File: config.mk
export PLATFORM = sky130hd
export DESIGN_NAME = rr_mux_reg
export DESIGN_NICKNAME = d
export VERILOG_FILES = /design/src/rtl/rr_mux_reg.sv
export SDC_FILE = /design/constraint.sdc
export NUM_CORES = 1
export LEC_CHECK = 0
export ABC_AREA = 1
export BUFFER_PORTS_ARGS = -buffer_cell sky130_fd_sc_hd__buf_2
export CAP_MARGIN = 40
export CORE_MARGIN = 3
export CORE_UTILIZATION = 60
export DETAILED_ROUTE_END_ITERATION = 10
export GPL_TIMING_DRIVEN = 0
export PLACE_DENSITY = 0.85
export SYNTH_ARGS = -nofsm -noshare
export SYNTH_HDL_FRONTEND = slang
export SYNTH_SLANG_ARGS = --single-unit
File: constraint.sdc
create_clock -name clk -period 6.65 [get_ports clk]
set_input_delay 0.665 -clock clk [delete_from_list [all_inputs] [get_ports clk]]
set_output_delay 0.665 -clock clk [all_outputs]
set_load 0.03 [all_outputs]
File: src/rtl/rr_mux_reg.sv
// Purpose : N-channel round-robin arbiter feeding a single one-slot output register.
// Latency : 1 cycle; a word accepted at edge t is on out_* right after edge t.
// Backpr. : in_ready is withheld while out_valid & !out_ready. Drain and refill can happen in one cycle.
//
// Ports:
//   clk        rising-edge clock
//   reset      asynchronous active-high reset; clears the output slot and the priority pointer
//   in_data    N_CH*WIDTH packed words, channel k at [k*WIDTH +: WIDTH]
//   in_valid   per-channel request
//   in_ready   one-hot (or zero) grant; high while the channel's word is consumed this cycle
//   out_data   registered selected word
//   out_chan   registered index of the channel that supplied out_data
//   out_valid  output slot holds a word
//   out_ready  consumer takes the word this cycle
//
// Build option: define RR_MUX_REG_FIXED_PRI_EN to replace round-robin with fixed
// priority (lowest index wins). In that build the pointer register does not exist.

module rr_mux_reg #(
  parameter int N_CH  = 8,
  parameter int WIDTH = 8,
  localparam int CW   = $clog2(N_CH)
) (
  input  logic                  clk,
  input  logic                  reset,
  input  logic [N_CH*WIDTH-1:0] in_data,
  input  logic [N_CH-1:0]       in_valid,
  output logic [N_CH-1:0]       in_ready,
  output logic [WIDTH-1:0]      out_data,
  output logic [CW-1:0]         out_chan,
  output logic                  out_valid,
  input  logic                  out_ready
);

  // The output slot is either EMPTY or FULL; out_valid is a direct decode of it.
  typedef enum logic {
    EMPTY = 1'b0,
    FULL  = 1'b1
  } state_t;

  state_t            state;
  state_t            state_nxt;

  logic              load;
  logic              any_req;
  logic              accept;
  logic              found;
  int                idx;
  logic [CW-1:0]     start_idx;
  logic [CW-1:0]     grant;
  logic [N_CH-1:0]   grant_oh;
  logic [WIDTH-1:0]  sel_data;

  // ---------------------------------------------------------------------------
  // Search start point
  // ---------------------------------------------------------------------------
`ifdef RR_MUX_REG_FIXED_PRI_EN
  assign start_idx = '0;
`else
  logic [CW-1:0] ptr;
  logic [CW-1:0] ptr_nxt;

  assign start_idx = ptr;

  // The channel after the winner gets first look next time; explicit wrap
  // keeps the pointer inside 0..N_CH-1 when N_CH is not a power of two.
  assign ptr_nxt = (grant == CW'(N_CH - 1)) ? '0 : grant + CW'(1);
`endif

  // ---------------------------------------------------------------------------
  // Grant search: first set in_valid bit at or after start_idx, wrapping at N_CH.
  // ---------------------------------------------------------------------------
  always_comb begin
    found    = 1'b0;
    idx      = 0;
    grant    = '0;
    grant_oh = '0;
    sel_data = '0;
    for (int i = 0; i < N_CH; i++) begin
      idx = int'(start_idx) + i;
      if (idx >= N_CH) begin
        idx = idx - N_CH;
      end
      if (!found && in_valid[idx]) begin
        found         = 1'b1;
        grant         = CW'(idx);
        grant_oh[idx] = 1'b1;
        sel_data      = in_data[idx*WIDTH +: WIDTH];
      end
    end
  end

  assign any_req   = |in_valid;
  assign out_valid = (state == FULL);
  assign load      = !out_valid || out_ready;

  // Reset gating keeps in_ready low while reset is held even though the empty
  // slot would otherwise make load true.
  assign accept    = load && any_req && !reset;
  assign in_ready  = accept ? grant_oh : '0;

  // ---------------------------------------------------------------------------
  // Output slot state machine
  // ---------------------------------------------------------------------------
  always_ff @(posedge clk or posedge reset) begin
    if (reset) begin
      state <= EMPTY;
    end else begin
      state <= state_nxt;
    end
  end

  always_comb begin
    state_nxt = state;
    case (state)
      EMPTY: begin
        if (accept) begin
          state_nxt = FULL;
        end
      end
      FULL: begin
        // A refill in the same cycle as the drain keeps the slot full.
        if (out_ready && !accept) begin
          state_nxt = EMPTY;
        end
      end
      default: state_nxt = EMPTY;
    endcase
  end

  // ---------------------------------------------------------------------------
  // Data path: loads only on accept, so data/chan hold across drains and stalls.
  // ---------------------------------------------------------------------------
  always_ff @(posedge clk or posedge reset) begin
    if (reset) begin
      out_data <= '0;
      out_chan <= '0;
    end else if (accept) begin
      out_data <= sel_data;
      out_chan <= grant;
    end
  end

`ifndef RR_MUX_REG_FIXED_PRI_EN
  always_ff @(posedge clk or posedge reset) begin
    if (reset) begin
      ptr <= '0;
    end else if (accept) begin
      ptr <= ptr_nxt;
    end
  end
`endif

endmodule

==> flow_summary.json, run 1 <==
{
  "drt_wl_total_mm": 22.0,
  "slew_viol_final": 0,
  "cp_cell_sequence": "buf_2 > inv_4 > clkbuf_1 > clkbuf_1 > ha_1 > buf_2 > inv_2 > nand3_1 > nand2_1 > nand2_1 > nand2_2 > nand3_4 > nor3_4 > inv_2 > buf_6 > nor2_2 > nor2_1 > nand2_1 > nor2_1 > a21oi_1 > buf_2",
  "yosysTopAreaCellShare_pct": 29.7,
  "hold_violations": 0,
  "ys_top_cells_by_area": "nand2_1 (30%), o21ai_0 (14%), dfrtp_1 (7.3%)",
  "yosys.area.top_type": "nand2_1",
  "dp_hpwl_mm": 17.0,
  "clkLatencyLatePin_ps": 260,
  "rows": 33,
  "crit_slowest_cell": "clkbuf_1",
  "reg2reg_slack_ps": 1630,
  "ys_ff_latch": 15,
  "seqCellArea_um2": 375,
  "fillers": 856,
  "period_minus_slack_ps": 5520,
  "post_drt_wl_per_cell_um": 17.8,
  "rsz0062_at_grt": "no",
  "num_io_pins": 95,
  "antenna_found_initial": 0,
  "fp.dieH_um": 98.5,
  "gp_congestion": 1.08,
  "seq_area_frac_synth_pct": 7.31,
  "syn_area_um2": 5130,
  "grt_pass1_wl_mm": 34.3,
  "cp_num_buf_inv": 9,
  "synthCells": 1035,
  "cts_tree": "yes",
  "required_ps": 5980,
  "fp.dieW_um": 98.5,
  "area_growth_pct": 12.7,
  "multiInputGateArea_um2": 4130,
  "coreArea_um2": 8260,
  "timing_worst_setup_path_type": "register to output pin",
  "numCtsBuffers": 3,
  "crit_arrival_ps": 4860,
  "grt_usage_pct": 43.7,
  "fp.dieArea_um2": 9700,
  "grt_start_max_net_pins": 16,
  "synth_cell_types": 44,
  "drive_gt1_share_pct": 16.1,
  "cts_setup_buffers": 0,
  "finalSetupViolations": 0,
  "start_util_pct": 62.2,
  "clock_sinks": 15,
  "cp_max_fo": 13,
  "layout.nets": 1220,
  "worst_pin_slew_ps": 910,
  "synth_fp_nets": 1120,
  "slowest_delay_ps": 640,
  "yosysWarnings": 0,
  "hold_class": "primary input to asynchronous set/reset pin",
  "path_clk_slew_ps": 70,
  "vias": 7762,
  "fin_crit_sh_pct": 83.1,
  "post_cts_resized": 0,
  "cp.depth": 21,
  "timing.rr.end": "ptr[2]",
  "reg2reg_depth": 22,
  "endpoint_kind": "output pin",
  "io_buffer_count": 94,
  "firstDrtPassIters": 9,
  "antenna_cells": 0,
  "drtAntennaViolNets": 0,
  "cts_root_buf": "clkbuf_8",
  "h-tree-depth": 1,
  "overflow": 0,
  "fmax_mhz": 181,
  "cp-start-kind": "register",
  "grt_pass1_vias": 7102,
  "drtIter0Drc": 1170,
  "tns_ps": 0,
  "via_per_inst": 6.26,
  "layout.cells.most_common": "nand2_1",
  "layout_common_cells": "nand2_1 (406), o21ai_0 (139), buf_2 (122), nor2_1 (90), nand3_1 (65)",
  "path_delay_family": "buffers and inverters",
  "synth_area_per_cell_um2": 4.96,
  "fin_skew_ps": 8.17,
  "maxSlewHeadroom_pct": 38.9,
  "rr_startpoint": "ptr[1]",
  "drc_errors": 0,
  "cts_hold_buf": 0,
  "cts_buffer_depth": 2,
  "cap_violations": 0,
  "status": "finished clean"
}
-- worst max-delay path by stage --
stage,start,end,slack (ps)
6_report,ptr[1],in_ready[5],1130
5_1_grt,ptr[1],in_ready[5],960
3_5_place_dp,ptr[1],in_ready[5],1680
2_1_floorplan,ptr[1],in_ready[5],2560
3_3_place_gp,ptr[1],in_ready[5],1780
4_1_cts,ptr[1],in_ready[5],1390
-- metrics by stage --
step	setup WS, ps	util (%)	std cells	hold slack, ps	area [µm²]
finish	1130	70.1	1239	471	5790
global placement	1780	69.5	1234	459	5740
floorplan	2560	-	1035	566	5130
CTS	1390	70.1	1239	478	5790
global route	965	70.1	1239	495	5790
detailed placement	1680	69.5	1235	463	5740
-- Yosys cell counts (all sizes together) --
cell type / number
dfrtp: 15
nand2: 417
nor3: 18
buf: 38
clkinv: 1
a21oi: 29
mux2i: 16
nand3b: 6
nor2: 100
o21a: 2
o31ai: 2
nand3: 70
clkbuf: 31
o211ai: 5
and2: 3
nand4: 9
a21boi: 17
o21bai: 2
ha: 10
o22ai: 1
nor4: 1
o21ai: 156
a31oi: 2
or2: 4
inv: 78
and3: 1
a211oi: 1
-- area by class of cell --
| type | count | area share, % |
|---|---|---|
| buffer | 69 | 5.71 |
| clock buffer | 3 | 0.714 |
| clock inverter | 1 | 0.0865 |
| inverter | 79 | 5.23 |
| multi-input combinational | 872 | 71.3 |
| sequential | 15 | 6.49 |
| tap | 105 | 2.27 |
| timing repair buffer | 95 | 8.22 |
-- registers in the layout, summed over array words and instances, names as in the netlist --
| name | count |
|---|---|
| out_chan | 3 |
| out_valid | 1 |
| ptr | 3 |
| out_data | 8 |
-- kinds of logic after synthesis --
logic type	synth area share [%]
AND/OR/NAND/NOR	51.9
buffers and inverters	12.3
AO/OA/AOI/OAI	22.9
flip-flops	7.31
adder cells (fa/ha/maj)	2.44
multiplexers	3.12
-- worst reg2reg max path: stages, from the launching register on --
cell	delay (ps)
dfrtp_1	460
buf_2	250
inv_4	170
clkbuf_1	440
clkbuf_1	640
ha_1	370
buf_2	180
inv_2	140
nand3_1	90
nand2_1	120
nand2_1	80
nand2_2	150
nand3_4	140
nor3_4	510
inv_2	100
buf_6	190
nand4_1	110
nand2_1	90
nand2_1	100
ha_1	160
ha_1	220
nand2_1	60
o21ai_0	80
-- layer usage --
layer	wire (µm)	global-route usage, %	share of wire (%)	up-vias
li1	-	-	-	3545
met1	7920	53.5	36	3338
met2	9390	69.5	43	689
met3	3000	8.85	14	190
met4	1740	28.7	7.9	0
met5	0	0	0	-
Power of run 1 is left out: the tool's default activity adds up to more than one toggle a clock period on the data nets, which glitch-free logic cannot reach.
==> run 2: changes to the inputs <==
==> config.mk (replaced) <==
export PLATFORM = sky130hd
export DESIGN_NAME = rr_mux_reg
export DESIGN_NICKNAME = d
export VERILOG_FILES = /design/src/rtl/rr_mux_reg.sv
export SDC_FILE = /design/constraint.sdc
export NUM_CORES = 1
export LEC_CHECK = 0
export ABC_AREA = 0
export BUFFER_PORTS_ARGS = -buffer_cell sky130_fd_sc_hd__buf_2
export CAP_MARGIN = 40
export CORE_MARGIN = 3
export CORE_UTILIZATION = 53
export DETAILED_ROUTE_END_ITERATION = 10
export GPL_TIMING_DRIVEN = 0
export PLACE_DENSITY = 0.8
export SYNTH_ARGS = -nofsm -noshare
export SYNTH_HDL_FRONTEND = slang
export SYNTH_SLANG_ARGS = --single-unit
==> constraint.sdc (replaced) <==
create_clock -name clk -period 4.6 [get_ports clk]
set_input_delay 0.46 -clock clk [delete_from_list [all_inputs] [get_ports clk]]
set_output_delay 0.46 -clock clk [all_outputs]
set_load 0.03 [all_outputs]
==> run 2 against run 1 <==
  * Setup slack lost 1100 ps
  * Clock skew shrank 7.6 ps
  * Area after synthesis shrank 3.3%
  * Utilization shrank 1.0 points
  * Global-route usage shrank 6.1 points
  * Non-clock buffer count grew 15
  * Synthesized cell count shrank 46%
  * Register-to-register slack lost 1500 ps
  * First-iteration DRC count shrank 28%
  * Sequential share of layout area shrank 0.35 points
  * Final area grew 6.1%
  * Highest routed layer unchanged
==> flow_summary.json, run 2 <==
{
  "cts_buffer_depth": 2,
  "largest_register": "out_data",
  "cp_max_fo": 10,
  "via_per_inst": 7.43,
  "grt_usage_pct": 37.6,
  "grt-busiest-layer": "met2",
  "drt_wl_total_mm": 20.1,
  "crit_slowest_cell": "dfrtp_2",
  "synth_fp_nets": 643,
  "grt_util_met1_pct": 49.7,
  "clock_sinks": 15,
  "fmax_mhz": 220,
  "overflow": 0,
  "endpoint_kind": "output pin",
  "grt_util_met3_pct": 4.33,
  "use_met2_pct": 62.2,
  "muxShareOfSynthArea_pct": 45.1,
  "reg.largest.list": "out_data x8, out_chan x3, ptr x3",
  "timing_worst_setup_path_type": "register to output pin",
  "yosys.area.top_type": "mux4_2",
  "yosysMostFrequentCell": "nand2_1",
  "num_io_pins": 95,
  "synth_edf_count": 0,
  "cts_root_buf": "clkbuf_8",
  "ys_ff_latch": 15,
  "synth_fa_ha_area_share_pct": 2.52,
  "period_minus_slack_ps": 4550,
  "synth_xor_area_share_pct": 0.705,
  "grt_pass1_wl_mm": 30.4,
  "cp_cell_sequence": "buf_12 > buf_12 > clkinvlp_4 > buf_4 > ha_4 > xor2_2 > buf_4 > mux2_4 > or2_4 > a211oi_4 > nand2_2 > a21oi_2 > mux2i_2 > a221oi_2 > buf_2",
  "reg2reg_depth": 16,
  "synth_simple_gate_area_share_pct": 20.1,
  "drive_gt1_share_pct": 41.9,
  "synth_top_family_by_area": "multiplexers",
  "maxSlewHeadroom_pct": 47.3,
  "drc_errors": 0,
  "holdWs_ps": 318,
  "crit_arrival_ps": 4090,
  "ys_top_cells_by_area": "mux4_2 (38%), nand2_1 (11%), dfrtp_1 (7.6%)",
  "area_growth_pct": 23.6,
  "fin_skew_ps": 0.527,
  "coreArea_um2": 8890,
  "antenna_cells": 0,
  "antenna_found_initial": 0,
  "cp_num_buf_inv": 6,
  "fp.dieArea_um2": 10600,
  "syn_area_um2": 4970,
  "cp-start-kind": "register",
  "timing.rr.end": "ptr[0]",
  "synth_area_per_cell_um2": 8.90,
  "yosysWarnings": 0,
  "layout.nets": 774,
  "synthCells": 558,
  "cts_hold_buf": 0,
  "seq_area_frac_synth_pct": 7.56,
  "ys_async_sr_fraction_pct": 100,
  "gp_congestion": 1.08,
  "grt_start_max_net_pins": 16,
  "start_util_pct": 55.9,
  "rows": 34,
  "path_delay_family": "buffers and inverters",
  "layout_common_cells": "nand2_1 (143), buf_2 (97), mux4_2 (84), buf_4 (37), a21oi_1 (30)",
  "drtAntennaViolNets": 0,
  "hold_class": "primary input to asynchronous set/reset pin",
  "cap_violations": 0,
  "io_buffer_count": 94,
  "post_drt_wl_per_cell_um": 25.2,
  "status": "finished clean",
  "synth-main-ff-cell": "dfrtp_1",
  "vias": 5912,
  "clkLatencyLatePin_ps": 250,
  "drtIter0Drc": 844,
  "firstDrtPassIters": 7,
  "reg2reg_slack_ps": 150,
  "cts_tree": "yes",
  "synth_common_cells": "nand2_1 (144), mux4_2 (84), a21oi_1 (33), nor2_1 (26), o21ai_0 (24)",
  "synth_cell_types": 70,
  "fin_crit_sh_pct": 99.0,
  "rr_startpoint": "ptr[1]",
  "largest_reg_flops": 8,
  "layout.cells.most_common": "nand2_1",
  "dp_hpwl_mm": 14.9,
  "slowest_delay_ps": 390,
  "h-tree-depth": 1,
  "yosysTopAreaCellShare_pct": 38.1,
  "finalSetupViolations": 0,
  "slew_viol_final": 0,
  "fp.dieW_um": 103,
  "grt_pass1_vias": 5673,
  "required_ps": 4140,
  "numCtsBuffers": 3,
  "worst_pin_slew_ps": 790,
  "path_clk_slew_ps": 70,
  "synth_compound_area_share_pct": 18.4,
  "hold_violations": 0,
  "fin_util_pct": 69.0,
  "fp.dieH_um": 103
}
==> run 2: cell type report <==
| class | instances | area (µm²) |
|---|---|---|
| Clock inverter | 1 | 5.00 |
| Timing Repair Buffer | 129 | 783 |
| Fill cell | 720 | 2750 |
| Clock buffer | 3 | 41.3 |
| Tap cell | 108 | 135 |
| Buffer | 50 | 322 |
| Multi-Input combinational cell | 483 | 4430 |
| Sequential cell | 15 | 377 |
| Inverter | 7 | 41.3 |
==> run 2: worst max path at each step <==
stage | from | endpoint | cells past startpoint
6_report | ptr[1] | in_ready[6] | 15
3_5_place_dp | ptr[1] | in_ready[3] | 13
3_3_place_gp | ptr[1] | in_ready[3] | 13
4_1_cts | ptr[1] | in_ready[3] | 15
2_1_floorplan | ptr[1] | in_ready[3] | 12
5_1_grt | ptr[1] | in_ready[0] | 16
==> run 2: layer usage <==
metal  share of wire [%]  wire length, µm  vias up
met1                  34             6880     2786
met2                  48             9630      550
met4                 5.3             1060        0
li1                    -                -     2452
met5                   0                0        -
met3                  12             2500      124
==> run 2: worst reg2reg max path, stage by stage, from the launching register on <==
cell and delay, ps:
dfrtp_2 390, buf_12 140, buf_12 140, clkinvlp_4 180
buf_4 200, ha_4 190, xor2_2 250, buf_4 240
mux2_4 360, or2_4 310, a211oi_4 380, nand3_1 360
o22ai_1 420, nand2_1 110, ha_1 200, ha_1 190
o31ai_1 290
==> run 2: cell families after synthesis <==
logic type,after synthesis
simple gates,224
compound gates,129
flops,15
mux,116
xor+xnor,4
fa+ha+maj,10
buf+inv,60
==> run 2: repair_timing <==
item	in CTS	in global routing
setup endpoints to repair	22	11
resized for setup	37	21
buffers inserted	14	15
pin swaps	5	10
==> run 2: metrics by stage <==
step	instances	instance area (µm²)	worst slack, ps	setup TNS (ps)
after global routing	796	6140	-41.1	-114
after floorplan	558	4990	8.57	0
after CTS	782	5940	3.19	0
after global placement	760	5600	-1010	-14430
after detailed placement	766	5650	-1110	-13310
final	796	6140	45.8	0
Power of run 2 is left out for the same reason.
==> run 3: changes to the inputs <==
==> constraint.sdc (replaced) <==
create_clock -name clk -period 3.71 [get_ports clk]
set_input_delay 0.371 -clock clk [delete_from_list [all_inputs] [get_ports clk]]
set_output_delay 0.371 -clock clk [all_outputs]
set_load 0.03 [all_outputs]
==> run 3 against run 2 <==
  * Die area unchanged
  * Via count increased by 5.0%
  * The run now ends with negative setup slack left
  * First-iteration DRC count decreased by 4.9%
  * Sequential share of layout area decreased by 0.50 points
==> flow_summary.json, run 3 (synthesis gave the netlist of run 2 again) <==
{
  "grt_usage_pct": 43.4,
  "fin_crit_sh_pct": 116,
  "period_minus_slack_ps": 4290,
  "fmax_mhz": 233,
  "timing_worst_setup_path_type": "register to output pin",
  "numCtsBuffers": 3,
  "fp.dieW_um": 103,
  "io_buffer_count": 94,
  "vias": 6209,
  "cts_buffer_depth": 2,
  "hold_violations": 0,
  "cts_root_buf": "clkbuf_8",
  "reg.largest.list": "out_data x8, out_chan x3, ptr x3",
  "wl_met2_mm": 10.1,
  "area_growth_pct": 34.6,
  "drive_gt1_share_pct": 49.0,
  "clkLatencyLatePin_ps": 270,
  "largest_reg_flops": 8,
  "fp.dieH_um": 103,
  "grt_pass1_vias": 6189,
  "start_util_pct": 55.9,
  "required_ps": 3340,
  "drt_wl_total_mm": 22.7,
  "post_drt_wl_per_cell_um": 27.6,
  "coreArea_um2": 8890,
  "cp-start-kind": "register",
  "dp_slack_ps": -1060,
  "layout_common_cells": "nand2_1 (140), buf_2 (96), mux4_2 (84), buf_4 (56), a21oi_1 (26)",
  "rows": 34,
  "grt_pass1_wl_mm": 34.3,
  "layout.nets": 801,
  "grt_start_max_net_pins": 20,
  "fin_skew_ps": 2.57,
  "firstDrtPassIters": 7,
  "violations": "negative setup slack",
  "wl_met1_mm": 7.58,
  "cts_tree": "yes",
  "top_layer": "met5",
  "largest_register": "out_data",
  "endpoint_kind": "output pin",
  "h-tree-depth": 1,
  "cts_hold_buf": 0,
  "fp.dieArea_um2": 10600,
  "place_area_um2": 5790,
  "setup_slack_ps": -580,
  "wl_met3_mm": 3.28,
  "overflow": 0,
  "fin_util_pct": 75.2,
  "status": "finished with violations",
  "finalSetupViolations": 15,
  "fillers": 604,
  "worst_pin_slew_ps": 951,
  "rsz0062_at_grt": "yes",
  "slew_viol_final": 0,
  "layout.cells.most_common": "nand2_1",
  "num_io_pins": 95,
  "antenna_found_initial": 0,
  "path_clk_slew_ps": 80,
  "gp_congestion": 0.979,
  "tns_ps": -5680,
  "clock_sinks": 15,
  "drtIter0Drc": 803,
  "maxSlewHeadroom_pct": 36.6,
  "drtAntennaViolNets": 0,
  "crit_arrival_ps": 3920,
  "drc_errors": 0,
  "final_area_um2": 6680,
  "hold_class": "primary input to asynchronous set/reset pin",
  "cp_max_fo": 6,
  "antenna_cells": 0,
  "dp_hpwl_mm": 15.3,
  "via_per_inst": 7.54,
  "cap_violations": 0
}
==> run 3: cell types whose count changed in the layout (fill, tap and decap cells not counted), moves of 3 or more <==
cell      delta
nand2_1      -3
buf_4       +19
buf_6       +12
o21ai_0      -8
clkbuf_1     -5
a21oi_1      -4
o21ai_1      +6
nand2_2      +3
==> run 3: metal layers <==
metal | track usage (%) | vias up
met5 | 2.88 | -
met4 | 26.5 | 2
met3 | 13.2 | 176
met2 | 66.6 | 648
met1 | 53.5 | 2877
li1 | - | 2506
==> run 3: path summary, 6_finish.rpt <==
kind / start / end / slack (ps) / cells after the start
setup / recovery: ptr[2] / in_ready[3] / -580 / 13
hold / removal: reset / ptr[0] / 220 / 2
setup reg to reg: ptr[2] / ptr[2] / -420 / 19
hold reg to reg: out_data[7] / out_data[7] / 480 / 2
max in group asynchronous: reset / ptr[1] / 3000 / 2
min in group clk: out_ready / out_valid / 390 / 3
==> run 3: critical path, cell delays in order (launching register included) <==
cell and delay (ps):
dfrtp_1 400, buf_6 130, clkinvlp_4 180, buf_12 190, ha_4 300, buf_12 120
mux4_2 530, mux2_4 350, a211oi_4 410, and2_4 240, nand2_1 100, a311o_1 390
a21oi_4 160, buf_6 150
==> run 3: repair_timing <==
action / in CTS / in global routing
pin swaps: 24 / 11
setup endpoints to repair: 22 / 21
gates resized for setup: 82 / 26
buffers inserted: 54 / 10
endpoints found under the hold margin: 0 / 0
==> run 3: stage by stage <==
step | instances | hold WS (ps)
2_1_floorplan | 558 | 272
3_3_place_gp | 760 | 458
3_5_place_dp | 765 | 465
4_1_cts | 815 | 238
5_1_grt | 823 | 277
6_report | 823 | 216
==> run 3: layout make-up <==
class,instances,area (µm²),share of cell area [%]
Buffer,48,357,5.34
Clock buffer,3,41.3,0.618
Clock inverter,1,5.00,0.0749
Inverter,7,55.1,0.824
Multi-Input combinational cell,483,4690,70.1
Sequential cell,15,377,5.63
Tap cell,108,135,2.02
Timing Repair Buffer,158,1030,15.4
Power of run 3 is left out for the same reason.
